$ cat src/rtl/pipeline_pkg.sv
// Shared types for the pipeline memory-port sequencer: FSM state encoding
// and memory-port owner identifiers.
package pipeline_pkg;

    typedef enum logic [2:0] {
        IDLE     = 3'd0,
        D_WB_REQ = 3'd1,
        D_WB     = 3'd2,
        D_RD_REQ = 3'd3,
        D_RD     = 3'd4,
        I_RD_REQ = 3'd5,
        I_RD     = 3'd6,
        DONE     = 3'd7
    } t_mem_state;

    localparam logic OWNER_I = 1'b0;
    localparam logic OWNER_D = 1'b1;

    function automatic logic is_req_state(input t_mem_state s);
        return (s == D_WB_REQ) || (s == D_RD_REQ) || (s == I_RD_REQ);
    endfunction

endpackage

$ cat src/rtl/hazard_unit.sv
// Combinational stall/flush resolution for load-use hazards and taken
// branches, with overrides from the memory sequencer's cache activity.
module hazard_unit #(
    parameter int REG_ADDR_W = 5
) (
    input  logic                  i_d_active,
    input  logic                  i_i_active,
    input  logic                  i_load_instr_e,
    input  logic [REG_ADDR_W-1:0] i_rd_e,
    input  logic [REG_ADDR_W-1:0] i_rs1_d,
    input  logic [REG_ADDR_W-1:0] i_rs2_d,
    input  logic                  i_pc_src_e,
    output logic                  o_stall_f,
    output logic                  o_stall_d,
    output logic                  o_stall_e,
    output logic                  o_stall_m,
    output logic                  o_stall_w,
    output logic                  o_flush_d,
    output logic                  o_flush_e
);

    logic load_use;

    always_comb begin
        load_use = i_load_instr_e && (i_rd_e != '0) &&
                   ((i_rd_e == i_rs1_d) || (i_rd_e == i_rs2_d));

        o_stall_f = 1'b0;
        o_stall_d = 1'b0;
        o_stall_e = 1'b0;
        o_stall_m = 1'b0;
        o_stall_w = 1'b0;
        o_flush_d = 1'b0;
        o_flush_e = 1'b0;

        // A frozen M stage must keep E intact, so no flush may slip through.
        if (i_d_active) begin
            o_stall_f = 1'b1;
            o_stall_d = 1'b1;
            o_stall_e = 1'b1;
            o_stall_m = 1'b1;
            o_stall_w = 1'b1;
        end else begin
            o_stall_f = i_i_active;
            o_flush_d = i_i_active;
            if (i_pc_src_e) begin
                o_flush_d = 1'b1;
                o_flush_e = 1'b1;
            end else if (load_use) begin
                // D holds the dependent instruction, so it must not be bubbled.
                o_stall_f = 1'b1;
                o_stall_d = 1'b1;
                o_flush_e = 1'b1;
                o_flush_d = 1'b0;
            end
        end
    end

endmodule

$ cat src/rtl/pipeline_mem_ctrl.sv
// Memory-port sequencer for the 5-stage pipeline: arbitrates I/D cache line
// bursts on one external port and produces all per-stage stall/flush signals.
module pipeline_mem_ctrl
    import pipeline_pkg::*;
#(
    parameter int BEATS      = 8,
    parameter int REG_ADDR_W = 5
) (
    input  logic                     i_clk,
    input  logic                     i_arst,
    input  logic                     i_icache_miss,
    input  logic                     i_dcache_miss,
    input  logic                     i_dcache_dirty,
    input  logic                     i_load_instr_e,
    input  logic [REG_ADDR_W-1:0]    i_rd_e,
    input  logic [REG_ADDR_W-1:0]    i_rs1_d,
    input  logic [REG_ADDR_W-1:0]    i_rs2_d,
    input  logic                     i_pc_src_e,
    input  logic                     i_mem_ready,
    input  logic                     i_mem_valid,
    output logic                     o_mem_req,
    output logic                     o_mem_we,
    output logic                     o_mem_sel,
    output logic [$clog2(BEATS)-1:0] o_beat,
    output logic                     o_icache_fill,
    output logic                     o_dcache_fill,
    output logic                     o_stall_f,
    output logic                     o_stall_d,
    output logic                     o_stall_e,
    output logic                     o_stall_m,
    output logic                     o_stall_w,
    output logic                     o_flush_d,
    output logic                     o_flush_e
);

    localparam int BEAT_W = $clog2(BEATS);

    t_mem_state        state_q;
    logic [BEAT_W-1:0] beat_q;
    logic              owner_q;
    logic              req_q;
    logic              we_q;

    logic last_beat;
    logic busy;
    logic d_active;
    logic i_active;

    assign last_beat = (beat_q == BEAT_W'(BEATS - 1));

    always_ff @(posedge i_clk or negedge i_arst) begin
        if (!i_arst) begin
            state_q <= IDLE;
            beat_q  <= '0;
            owner_q <= OWNER_I;
            req_q   <= 1'b0;
            we_q    <= 1'b0;
        end else begin
            case (state_q)
                IDLE: begin
                    // The M-stage instruction is older, so D wins a tie.
                    if (i_dcache_miss) begin
                        owner_q <= OWNER_D;
                        req_q   <= 1'b1;
                        we_q    <= i_dcache_dirty;
                        state_q <= i_dcache_dirty ? D_WB_REQ : D_RD_REQ;
                    end else if (i_icache_miss) begin
                        owner_q <= OWNER_I;
                        req_q   <= 1'b1;
                        we_q    <= 1'b0;
                        state_q <= I_RD_REQ;
                    end
                end
                D_WB_REQ, D_RD_REQ, I_RD_REQ: begin
                    if (i_mem_ready) begin
                        req_q   <= 1'b0;
                        state_q <= (state_q == D_WB_REQ) ? D_WB :
                                   (state_q == D_RD_REQ) ? D_RD : I_RD;
                    end
                end
                D_WB, D_RD, I_RD: begin
                    if (i_mem_valid) begin
                        beat_q <= beat_q + BEAT_W'(1);
                        if (last_beat) begin
                            if (state_q == D_WB) begin
                                req_q   <= 1'b1;
                                we_q    <= 1'b0;
                                state_q <= D_RD_REQ;
                            end else begin
                                state_q <= DONE;
                            end
                        end
                    end
                end
                DONE:    state_q <= IDLE;
                default: state_q <= IDLE;
            endcase
        end
    end

    assign o_mem_req = req_q;
    assign o_mem_we  = we_q;
    assign o_mem_sel = owner_q;
    assign o_beat    = beat_q;

    assign o_dcache_fill = i_arst && (state_q == D_RD) && i_mem_valid && last_beat;
    assign o_icache_fill = i_arst && (state_q == I_RD) && i_mem_valid && last_beat;

    // Miss inputs count in IDLE so the pipeline freezes in the miss cycle itself.
    assign busy     = (state_q != IDLE) && (state_q != DONE);
    assign d_active = (busy && (owner_q == OWNER_D)) ||
                      ((state_q == IDLE) && i_dcache_miss);
    assign i_active = (busy && (owner_q == OWNER_I)) ||
                      ((state_q == IDLE) && i_icache_miss && !i_dcache_miss);

    logic hz_stall_f, hz_stall_d, hz_stall_e, hz_stall_m, hz_stall_w;
    logic hz_flush_d, hz_flush_e;

    hazard_unit #(
        .REG_ADDR_W(REG_ADDR_W)
    ) u_hazard (
        .i_d_active     (d_active),
        .i_i_active     (i_active),
        .i_load_instr_e (i_load_instr_e),
        .i_rd_e         (i_rd_e),
        .i_rs1_d        (i_rs1_d),
        .i_rs2_d        (i_rs2_d),
        .i_pc_src_e     (i_pc_src_e),
        .o_stall_f      (hz_stall_f),
        .o_stall_d      (hz_stall_d),
        .o_stall_e      (hz_stall_e),
        .o_stall_m      (hz_stall_m),
        .o_stall_w      (hz_stall_w),
        .o_flush_d      (hz_flush_d),
        .o_flush_e      (hz_flush_e)
    );

    assign o_stall_f = i_arst && hz_stall_f;
    assign o_stall_d = i_arst && hz_stall_d;
    assign o_stall_e = i_arst && hz_stall_e;
    assign o_stall_m = i_arst && hz_stall_m;
    assign o_stall_w = i_arst && hz_stall_w;
    assign o_flush_d = i_arst && hz_flush_d;
    assign o_flush_e = i_arst && hz_flush_e;

    a_req_only_in_req: assert property (@(posedge i_clk) disable iff (!i_arst)
        o_mem_req |-> is_req_state(state_q));
    a_fills_exclusive: assert property (@(posedge i_clk) disable iff (!i_arst)
        !(o_icache_fill && o_dcache_fill));
    a_flush_stall_excl: assert property (@(posedge i_clk) disable iff (!i_arst)
        !(o_flush_d && o_stall_d) && !(o_flush_e && o_stall_e));

endmodule
$ cat config.mk
export PLATFORM = sky130hd
export DESIGN_NAME = pipeline_mem_ctrl
export DESIGN_NICKNAME = d
export VERILOG_FILES = /design/src/rtl/pipeline_pkg.sv /design/src/rtl/hazard_unit.sv /design/src/rtl/pipeline_mem_ctrl.sv
export SDC_FILE = /design/constraint.sdc
export NUM_CORES = 1
export LEC_CHECK = 0
export CORE_AREA = 4 4 50 52
export CTS_BUF_LIST = sky130_fd_sc_hd__clkbuf_8
export DETAILED_ROUTE_END_ITERATION = 8
export DIE_AREA = 0 0 54 56
export PLACE_DENSITY = 0.79
export REMOVE_ABC_BUFFERS = 1
export SLEW_MARGIN = 5
export SYNTH_ARGS = -nofsm -noshare
export SYNTH_HDL_FRONTEND = slang
export SYNTH_SLANG_ARGS = --single-unit
$ cat constraint.sdc
create_clock -name i_clk -period 2.8 [get_ports i_clk]
set_clock_uncertainty 0.15 [all_clocks]
set_input_delay 0.7 -clock i_clk [delete_from_list [all_inputs] [get_ports i_clk]]
set_output_delay 0.7 -clock i_clk [all_outputs]
set_load 0.03 [all_outputs]
* Word-level counts from Yosys, hierarchy flattened
Index checks and enable logic that the tools add are counted.
Cells by class: add/subtract/negate cells 1, equality and inequality tests 16, mux-type cells 36, bitwise gates (word level) 1, reduce and logical (&&, ||, !) cells 36
Operators by type and width (count):
- $mux 1 | 24
- $mux 3 | 7
- $logic_and 1x1->1 | 19
- $eq 3x3->1 const B | 5
- $pmux 3 s4 | 1
- $eq 5x5->1 | 2
- $ne 2x2->1 const B | 4
- $eq 3x2->1 const B | 2
- $ne 3x3->1 const B | 2
- $reduce_and 6->1 | 1
- $reduce_bool 3->1 | 2
- $reduce_or 3->1 | 2
- $reduce_and 5->1 | 1
- $reduce_bool 5->1 | 1
- $mux 2 | 2
- $reduce_and 2->1 | 2
- $reduce_and 4->1 | 1
- $reduce_bool 2->1 | 2
- $add 3x1->3 const B | 1
- $eq 3x1->1 const B | 1
- $logic_not 3->1 | 1
- $logic_or 1x1->1 | 3
- $pmux 1 s3 | 1
- $pmux 1 s2 | 1
- other kinds (2) | 2
Storage, ports and cells: register bits 9, input port bits 24, word-level logic and storage cells 95

* Depth between registers and ports, before layout
Gate-level depths: netlist (run 1).
word-level depth 8, mapped depth 6

* By module
From an unflattened synthesis (run 1), not the netlist that was laid out.
Second synthesis, totals: cell total of the unflattened synthesis 97, area total of the unflattened synthesis 838.3 um^2
Modules (own cells, without submodules):
- pipeline_mem_ctrl | instances 1, cells each 68, area each 610.6 um^2, seq. area each 225.2 um^2
- hazard_unit | instances 1, cells each 29, area each 227.7 um^2, seq. area each 0.0 um^2

* Worst setup path before layout (run 1)
OpenSTA, ideal clock, no wires.
path kind input port to output port, from in i_dcache_miss, to out o_flush_e, arrival time 2.114 ns, required time 1.950 ns, setup slack -0.164 ns, cell stages on the path 4, path buffers 0, cell sequence or4_4 > o221ai_1 > nand2_1 > o31ai_1
On the way: word-level cells in the longest chain between the ends 4
RTL lines:
- start, declared | line pipeline_mem_ctrl.sv:12 | input logic i_dcache_miss,
- $logic_and 1x1->1 | line pipeline_mem_ctrl.sv:112 | ((state_q == IDLE) && i_dcache_miss);
- $logic_or 1x1->1 | line pipeline_mem_ctrl.sv:111 | assign d_active = (busy && (owner_q == OWNER_D)) ||
- $mux 1 | line hazard_unit.sv:37 | if (i_d_active) begin
- $logic_and 1x1->1 | line pipeline_mem_ctrl.sv:144 | assign o_flush_e = i_arst && hz_flush_e;
- end, declared | line pipeline_mem_ctrl.sv:33 | output logic o_flush_e
No other way between the ends.

* Final worst setup path (run 1)
from in i_rd_e[0], to out o_flush_d
On the way: word-level cells in the longest chain between the ends 7, elaborated cells between the ends (all ways) 10, classes of those cells eq/ne: 2; mux: 3; reduce/logical: 5
RTL lines:
- start, declared | line pipeline_mem_ctrl.sv:15 | input logic [REG_ADDR_W-1:0] i_rd_e,
- $eq 5x5->1 / $reduce_bool 5->1 (equally long branches) | line hazard_unit.sv:26, hazard_unit.sv:25
- $logic_or 1x1->1 / $logic_and 1x1->1 (equally long branches) | line hazard_unit.sv:26, hazard_unit.sv:25
- $logic_and 1x1->1 (*) | line hazard_unit.sv:25 | load_use = i_load_instr_e && (i_rd_e != '0) &&
- $mux 1 (*) | line hazard_unit.sv:49 | end else if (load_use) begin
- $mux 1 (*) | line hazard_unit.sv:46 | if (i_pc_src_e) begin
- $mux 1 (*) | line hazard_unit.sv:37
- $logic_and 1x1->1 (*) | line pipeline_mem_ctrl.sv:143 | assign o_flush_d = i_arst && hz_flush_d;
- end, declared | line pipeline_mem_ctrl.sv:32 | output logic o_flush_d,
Mark *: on every way between the ends. The rest lies on a longest branch, timed or not.

==> results.json, run 1 <==
{
  "synthArstFlopShare_pct": 100.0,
  "fmax_mhz": 360.6,
  "critPathArrivalTime_ps": 1920,
  "slew_headroom_pct": 69.50,
  "synth.largest_area_cell": "dfrtp_1",
  "fp.dieH_microns": 56,
  "synthCells": 95,
  "cts.reportedPaths.clkPinSlew_ps": 50,
  "clockRootBuffer": "clkbuf_8",
  "totalWireLength_mm": 2.348,
  "grt_pass1_vias": 892,
  "synth_cell_types": 45,
  "grt_antenna_before_repair": 0,
  "synth-main-ff-cell": "dfrtp_1",
  "p_leak_nw": 0.6252,
  "gp_congestion": 0.8473,
  "wl_per_cell_microns": 13.65,
  "hold_buffers": 0,
  "setup_viol": 0,
  "outcome": "complete, no violations",
  "core_sq_mm": 0.002106,
  "first_pass_iters": 4,
  "worstPathRequired_ps": 1950,
  "critPathKind": "input port to output port",
  "dpl.hpwl_mm": 1.890,
  "drive_gt1_share_pct": 34.72,
  "cp_slowest_stage_delay_ps": 330,
  "drcViolationCount": 0,
  "initial_utilization_pct": 39.51,
  "ys_top_cells_by_area": "dfrtp_1, xor2_1, nand2_1",
  "num-fill-cells": 174,
  "fin_crit_ps": 2773,
  "cp_max_fo": 4,
  "cts.sinks": 9,
  "rows": 17,
  "drtIter0Drc": 18,
  "io_pins": 39,
  "hold_violations": 0,
  "die_x_microns": 54,
  "grt_remaining_overflow": 0,
  "worstMarginPinSlew_ps": 456.6,
  "ctsLongestPathBuffers": 2,
  "area_growth_pct": 65.86,
  "worst_setup_path_start_kind": "input port",
  "worstSetupEndpointType": "output port",
  "irDropWorstVdd_uv": 557.4,
  "grt_max_degree": 14,
  "antennaDiodeCount": 0,
  "final_antenna_net_count": 0,
  "post_cts_buffers": 0,
  "ys_seq_elements": 9,
  "track_usage_pct": 16.53,
  "tns_ps": 0,
  "cts_tree": "done",
  "max-cap-violations": 0,
  "cts_made_buffers": 3,
  "cp_cell_sequence": "clkdlybuf4s15_2 -> buf_6 -> xor2_1 -> nor3_2 -> a22oi_2 -> o31a_1 -> buf_6",
  "port_buffers": 38,
  "die-area_sq_mm": 0.003024,
  "seq_area_frac_synth_pct": 27.07,
  "crit_slowest_cell": "o31a_1",
  "clkLatencyLatePin_ps": 230,
  "powerDensity_mw_per_mm2": 759.8,
  "hold_path_class": "flop to flop",
  "fin_crit_sh_pct": 99.03,
  "yosysWarnings": 0,
  "path_common_cell": "buf_6",
  "slew_violations": 0,
  "htreeDepth": 1,
  "postLayoutCoreUtil_pct": 65.54,
  "synth_top_area_share_pct": 27.07,
  "vias_per_cell": 5.331,
  "nNetsFinal": 171,
  "netlist_area_sq_um": 832.0,
  "synth-edff-count": 0,
  "vias": 917,
  "grt_pass1_wl_mm": 3.774,
  "syn_area_per_cell_sq_um": 8.758
}
cells in the final DEF (no fill, tap or decap), types with 2 or more instances in the layout:
cell	netlist	layout
a21o_1	2	2
a21oi_1	4	4
buf_2	2	2
buf_4	3	21
buf_6	1	4
clkbuf_8	0	3
clkdlybuf4s50_1	0	10
dfrtp_1	9	9
dlygate4sd2_1	0	13
ha_1	2	2
inv_1	3	3
mux2_2	2	2
nand2_1	7	7
nand2b_1	3	3
nand3_1	3	3
nor2_1	6	5
nor3_2	0	2
o21ai_0	4	3
or2_2	2	2
or4_4	1	2
xor2_1	11	11
routing by layer:
metal / GRT usage, % / wire length [microns] / vias to the layer above
met5: 0 / 0 / -
met2: 29.41 / 1318 / 35
met1: 17.62 / 858 / 435
met4: 4.982 / 14 / 0
li1: - / - / 444
met3: 5.630 / 157 / 3
timing repair:
action                                 in CTS  in global routing
setup endpoints to repair                   8                  7
endpoints found under the hold margin       0                  0
resized for setup                          46                  5
pin swaps                                  19                  8
logic make-up (layout without fill, tap and decap cells):
group | count (synthesis) | count (layout) | synth area share (%)
buf+inv | 10 | 59 | 7.067
simple gates | 34 | 34 | 22.86
xor+xnor | 11 | 11 | 11.58
flops | 9 | 9 | 27.07
compound gates | 25 | 25 | 22.71
mux | 4 | 4 | 5.714
fa+ha+maj | 2 | 2 | 3.007
power by group:
group	internal, mW	switching, mW
combinational	0.299	0.348
clock	0.0973	0.0553
sequential	0.185	0.0636
total	0.582	0.467
critical path, delay by kind of cell:
family                    cells  cell delay, ps
buffers and inverters         3             450
AOI/OAI and AO/OA             2             440
and+or+nand+nor               1             170
xor gates and xnor gates      1             150
synthesized netlist by cell type (2+ instances only):
library cell / number
ha_1: 2
nand2b_1: 3
nor2_1: 6
mux2_2: 2
buf_4: 3
nor3_1: 3
o21ai_0: 4
inv_1: 3
xor2_1: 11
dfrtp_1: 9
nand3_1: 3
nand2_1: 7
or2_2: 2
a21o_1: 2
buf_2: 2
a21oi_1: 4
flip-flops by register name, summed over array words and instances (netlist names):
register   flops
o_beat         3
o_mem_req      1
o_mem_sel      1
o_mem_we       1
state_q        3
final timing paths:
kind | startpoint | to | slack [ps] | cells after the start
setup / recovery | i_rd_e[0] | o_flush_d | 30 | 7
hold / removal | o_mem_req | o_mem_req | 340 | 1
hold reg to reg | o_mem_req | o_mem_req | 340 | 1
max in group asynchronous | i_arst | o_beat[1] | 1810 | 3
min in group asynchronous | i_arst | state_q[2] | 410 | 2
setup reg to reg | state_q[1] | o_mem_we | 880 | 5
stage by stage:
stage | hold WS [ps] | cells | power (mW) | setup WS, ps | area [sq um]
after floorplan | 254.4 | 88 | 0.6036 | -163.8 | 784.5
after global placement | 326.2 | 168 | 0.8405 | -357.2 | 1282
after detailed placement | 341.7 | 168 | 0.8570 | -423.2 | 1282
after CTS | 352.4 | 172 | 1.044 | 3.876 | 1359
after global routing | 373.4 | 172 | 1.114 | -23.40 | 1380
final | 340.8 | 172 | 1.049 | 27.13 | 1380
layout make-up:
class                   count  area (sq um)  area share [%]
clock buffers               3         41.29           2.992
clock inverters             1         5.005          0.3626
inverters                   3         11.26          0.8160
multi-input cells          76         614.3           44.52
flip-flops and latches      9         225.2           16.32
well taps                  28         35.03           2.539
repair buffers             52         447.9           32.46
Power figures use the tool's default switching activity.
==> inputs of run 2 (changes only) <==
--- a/config.mk
+++ b/config.mk
@@ -5,11 +5,13 @@
 export SDC_FILE = /design/constraint.sdc
 export NUM_CORES = 1
 export LEC_CHECK = 0
-export CORE_AREA = 4 4 50 52
+export CELL_PAD_IN_SITES_DETAIL_PLACEMENT = 1
+export CELL_PAD_IN_SITES_GLOBAL_PLACEMENT = 1
+export CORE_AREA = 2 2 56 58
 export CTS_BUF_LIST = sky130_fd_sc_hd__clkbuf_8
 export DETAILED_ROUTE_END_ITERATION = 8
-export DIE_AREA = 0 0 54 56
-export PLACE_DENSITY = 0.79
+export DIE_AREA = 0 0 58 60
+export PLACE_DENSITY_LB_ADDON = 0.1
 export REMOVE_ABC_BUFFERS = 1
 export SLEW_MARGIN = 5
 export SYNTH_ARGS = -nofsm -noshare
==> run 2 against run 1 <==
Flip-flop and latch count is the same; first-iteration DRC count fell by 28%; via count down 1.2%; die area up 15%; highest routed layer unchanged; clock power about the same; worst setup slack better by 26 ps; sequential power rose by 2%; power up 1.8%; combinational power is 2% higher; hold slack improved by 12 ps; cell area rose by 3.8%; largest power group unchanged; utilization down 16 points.
==> results.json, run 2 (synthesis results as in run 1) <==
{
  "outcome": "complete, no violations",
  "die_x_microns": 58,
  "wl_per_cell_microns": 14.15,
  "clockRootBuffer": "clkbuf_8",
  "htreeDepth": 1,
  "final_antenna_net_count": 0,
  "p_sw_share_pct": 44.63,
  "r2r-end": "o_mem_we",
  "vias": 906,
  "clkLatencyLatePin_ps": 240,
  "grt_util_met2_pct": 28.57,
  "grt_antenna_before_repair": 0,
  "grt_pass1_wl_mm": 4.146,
  "reg2reg_setup_slack_ps": 880,
  "ctsLongestPathBuffers": 2,
  "min_path_cells": 1,
  "cp_max_fo": 2,
  "cts.reportedPaths.clkPinSlew_ps": 50,
  "power_mw": 1.067,
  "drive_gt1_share_pct": 38.36,
  "critPathArrivalTime_ps": 1900,
  "worstReg2RegStart": "state_q[1]",
  "gp_congestion": 0.7924,
  "fin_crit_sh_pct": 98.10,
  "powerDensity_mw_per_mm2": 744.8,
  "mostFrequentLayoutCell": "buf_4",
  "hold_buffers": 0,
  "core_sq_mm": 0.002903,
  "multi_input_area_sq_um": 629.4,
  "antennaDiodeCount": 0,
  "fp.dieH_microns": 60,
  "intPower_mw": 0.5908,
  "critPathKind": "input port to output port",
  "worstRegToRegCells": 5,
  "worstSetupEndpointType": "output port",
  "top_usage_layer": "met2",
  "design_area_sq_mm": 0.001433,
  "grt_remaining_overflow": 0,
  "clkPwrFrac_pct": 14.4,
  "cts.sinks": 9,
  "num-fill-cells": 335,
  "hold_violations": 0,
  "layout.cells.non_filler": 179,
  "area_growth_pct": 72.18,
  "grt_max_degree": 18,
  "worst_setup_path_start_kind": "input port",
  "irDropWorstVdd_uv": 520.2,
  "drcViolationCount": 0,
  "p_leak_nw": 0.6581,
  "worstPathRequired_ps": 1950,
  "cts_made_buffers": 3,
  "nNetsFinal": 173,
  "rsz0062_at_grt": "yes",
  "use_met1_pct": 17.37,
  "slew_violations": 0,
  "combPwrFrac_pct": 61.7,
  "worst_hold_path.endpoint": "o_mem_req",
  "hold_start": "o_mem_req",
  "fin_crit_ps": 2747,
  "place_area_sq_mm": 0.001281,
  "track_usage_pct": 15.49,
  "rows": 20,
  "mostFrequentLayoutCells": "buf_4, dlygate4sd2_1, xor2_1, clkdlybuf4s50_1, dfrtp_1",
  "hold-worst-slack_ps": 352.3,
  "postLayoutCoreUtil_pct": 49.35,
  "worstMarginPinSlew_ps": 502.4,
  "seq_area_sq_um": 226.5,
  "io_pins": 39,
  "fmax_mhz": 364.1,
  "setup_viol": 0,
  "totalWireLength_mm": 2.532,
  "drtIter0Drc": 13,
  "max-cap-violations": 0,
  "switching_power_mw": 0.4762,
  "grtUsageMet3_pct": 3.680,
  "cts_tree": "done",
  "place_inst": 172,
  "vias_per_cell": 5.061,
  "port_buffers": 38,
  "hold_path_class": "flop to flop",
  "initial_utilization_pct": 28.66,
  "slew_headroom_pct": 66.44,
  "grt_pass1_vias": 974,
  "first_pass_iters": 3,
  "seqPwrFrac_pct": 23.9,
  "die-area_sq_mm": 0.003480,
  "dpl.hpwl_mm": 1.879
}
run 2: changes by cell type in the layout (fill, tap and decap cells not counted), sizes merged:
cell / change
dlymetal6s2s: +2
clkdlybuf4s15: -1
dlygate4sd2: -2
clkinv: -1
clkbuf: +2
buf: +1
inv: +1
run 2: per-stage QoR:
| step | setup TNS [ps] | worst slack (ps) |
|---|---|---|
| after global routing | -0.6719 | -0.6719 |
| final | 0 | 53.19 |
| after floorplan | -270.0 | -163.8 |
| after CTS | -29.63 | -29.63 |
| after detailed placement | -2300 | -438.1 |
| after global placement | -2270 | -387.7 |
run 2: power by group through the flow:
stage / Combinational [mW] / Clock, mW / Sequential (mW)
5_1_grt: 0.714 / 0.163 / 0.266
2_1_floorplan: 0.261 / 0 / 0.343
4_1_cts: 0.649 / 0.158 / 0.248
3_3_place_gp: 0.607 / 0 / 0.244
6_report: 0.659 / 0.154 / 0.255
3_5_place_dp: 0.613 / 0 / 0.245
run 2: how the worst max path moves through the flow:
stage | start | endpoint | slack, ps | depth (start not counted)
floorplan | i_dcache_miss | o_flush_e | -160 | 4
global placement | i_rd_e[0] | o_stall_f | -390 | 6
detailed placement | i_rd_e[0] | o_stall_d | -440 | 6
CTS | i_dcache_miss | o_flush_e | -30 | 6
global route | state_q[1] | o_flush_e | -0.7 | 5
finish | i_pc_src_e | o_stall_f | 50 | 4
run 2: layer usage:
metal	wire length (microns)	part of all wire, %
met4	30	1.2
met1	1080	43
met5	0	0
met3	91	3.6
met2	1329	52
run 2: what timing repair did:
item | CTS | global route
buffers inserted | 3 | 0
gates resized for setup | 43 | 18
pin swaps | 20 | 14
setup endpoints to repair | 8 | 8
run 2: final cells by class:
cell class	count	share of cell area, %
clock buffer	3	2.882
clock inverter	1	0.2620
inverter	3	0.7860
multi-input combinational	76	43.93
timing repair buffer	54	33.45
tap	33	2.882
sequential	9	15.81
run 2: critical path, stage by stage:
cell and delay, ps:
clkdlybuf4s50_1 440, or3_4 400, o211ai_1 180, buf_4 180
==> inputs of run 3 (changes only) <==
--- a/config.mk
+++ b/config.mk
@@ -11,6 +11,7 @@
 export CTS_BUF_LIST = sky130_fd_sc_hd__clkbuf_8
 export DETAILED_ROUTE_END_ITERATION = 8
 export DIE_AREA = 0 0 58 60
+export GPL_TIMING_DRIVEN = 0
 export PLACE_DENSITY_LB_ADDON = 0.1
 export REMOVE_ABC_BUFFERS = 1
 export SLEW_MARGIN = 5
==> run 3 against run 2 <==
Clock power is essentially flat; global-route usage shrank 1.4 points; first-iteration DRC count grew 23%; cell area grew 0.87%; largest power group unchanged.
==> results.json, run 3 (synthesis results as in run 1) <==
{
  "cp_max_fo": 4,
  "p_leak_nw": 0.6723,
  "hold_violations": 0,
  "worst_setup_path_start_kind": "input port",
  "grt_pass1_wl_mm": 3.781,
  "fp.dieH_microns": 60,
  "antennaDiodeCount": 0,
  "vias": 913,
  "rows": 20,
  "worstReg2RegStart": "state_q[2]",
  "fin_crit_sh_pct": 99.71,
  "critPathKind": "input port to output port",
  "outcome": "complete, no violations",
  "clkLatencyLatePin_ps": 240,
  "rsz0062_at_grt": "yes",
  "mostFrequentLayoutCells": "buf_4, xor2_1, clkdlybuf4s50_1",
  "track_usage_pct": 14.12,
  "crit_path_start": "i_dcache_miss",
  "mostFrequentLayoutCell": "buf_4",
  "irDropWorstVdd_uv": 515.0,
  "drtIter0Drc": 16,
  "ctsLongestPathBuffers": 2,
  "wl_per_cell_microns": 13.82,
  "powerDensity_mw_per_mm2": 805.2,
  "clockRootBuffer": "clkbuf_8",
  "grt_pass1_vias": 877,
  "core_sq_mm": 0.002903,
  "design_area_sq_mm": 0.001445,
  "cts.sinks": 9,
  "dpl.hpwl_mm": 1.711,
  "layout.cells.non_filler": 181,
  "cp_cell_sequence": "buf_8 -> or4_4 -> o221ai_4 -> or2_4 -> inv_1 -> clkdlybuf4s15_2",
  "gp_congestion": 0.7582,
  "worstSetupEndpointType": "output port",
  "fin_crit_ps": 2792,
  "area_growth_pct": 73.68,
  "die-area_sq_mm": 0.003480,
  "grt_antenna_before_repair": 0,
  "vias_per_cell": 5.044,
  "cts_made_buffers": 3,
  "crit_slowest_cell": "or4_4",
  "nNetsFinal": 175,
  "power_mw": 1.164,
  "setup_viol": 0,
  "cts_tree": "done",
  "final_antenna_net_count": 0,
  "port_buffers": 38,
  "io_pins": 39,
  "hold-worst-slack_ps": 181.7,
  "slew_headroom_pct": 69.46,
  "drcViolationCount": 0,
  "htreeDepth": 1,
  "first_pass_iters": 4,
  "place_area_sq_mm": 0.001206,
  "hold_path_class": "input port to asynchronous set/reset pin",
  "grt_remaining_overflow": 0,
  "drive_gt1_share_pct": 39.19,
  "worstPathRequired_ps": 1950,
  "place_inst": 159,
  "die_x_microns": 58,
  "worstMarginPinSlew_ps": 457.1,
  "initial_utilization_pct": 28.66,
  "grt_max_degree": 20,
  "max-cap-violations": 0,
  "slew_violations": 0,
  "fmax_mhz": 358.2,
  "totalWireLength_mm": 2.502,
  "cp_slowest_stage_delay_ps": 530,
  "cts.reportedPaths.clkPinSlew_ps": 50,
  "critPathArrivalTime_ps": 1940
}
==> run 3: cell types whose count changed in the layout (fill, tap and decap cells not counted), sizes merged <==
| cell | previous run | this run |
|---|---|---|
| clkdlybuf4s15 | 1 | 4 |
| dlygate4sd2 | 11 | 8 |
| buf | 28 | 29 |
| clkbuf | 5 | 6 |
| clkdlybuf4s50 | 10 | 9 |
| dlymetal6s2s | 2 | 3 |
==> run 3: final timing paths <==
check / to / slack (ps) / depth (start not counted)
worst min register to register: o_beat[0] / 340 / 1
min in group i_clk: o_beat[0] / 340 / 1
worst max register to register: o_mem_we / 780 / 5
worst min-delay path: state_q[2] / 180 / 1
worst max-delay path: o_stall_w / 8 / 6
max in group asynchronous: state_q[1] / 2120 / 1
==> run 3: repair_timing <==
action,4_1_cts,5_1_grt
pin swaps,17,18
endpoints found under the setup margin,9,8
resized for setup,98,25
setup buffers,2,16
hold buffers,0,0
==> run 3: power by group <==
group | leakage, nW | switching, mW | internal [mW]
sequential | 0.105 | 0.0695 | 0.191
clock | 0.0269 | 0.0573 | 0.0960
combinational | 0.541 | 0.366 | 0.383
total | 0.672 | 0.493 | 0.670
==> run 3: area by class of cell <==
class,instances,area [sq um]
fill,343,1458
multi-input combinational,76,620.6
timing repair buffer,56,496.7
sequential,9,230.2
clock buffer,3,41.29
tap,33,41.29
inverter,3,11.26
clock inverter,1,3.754
==> run 3: metrics by stage <==
step / TNS [ps] / setup slack (ps) / util, %
after global placement: -8041 / -1018 / 41.55
final: 0 / 8.193 / 49.78
after detailed placement: -8385 / -1070 / 41.55
after CTS: -60.97 / -45.37 / 44.66
after floorplan: -270.0 / -163.8 / -
after global routing: -213.0 / -57.94 / 49.78
==> run 3: critical path, delay by kind of cell <==
kind | cells | cell delay, ps
and+or+nand+nor | 2 | 710
AOI/OAI and AO/OA | 1 | 110
buffers and inverters | 3 | 420
==> run 3: per-layer routing <==
layer / vias up / wire length, microns / global-route usage [%]
met5: - / 0 / 0
met4: 0 / 18 / 2.990
met3: 3 / 106 / 4.545
met2: 22 / 1253 / 23.70
met1: 442 / 1124 / 17.74
li1: 446 / - / -
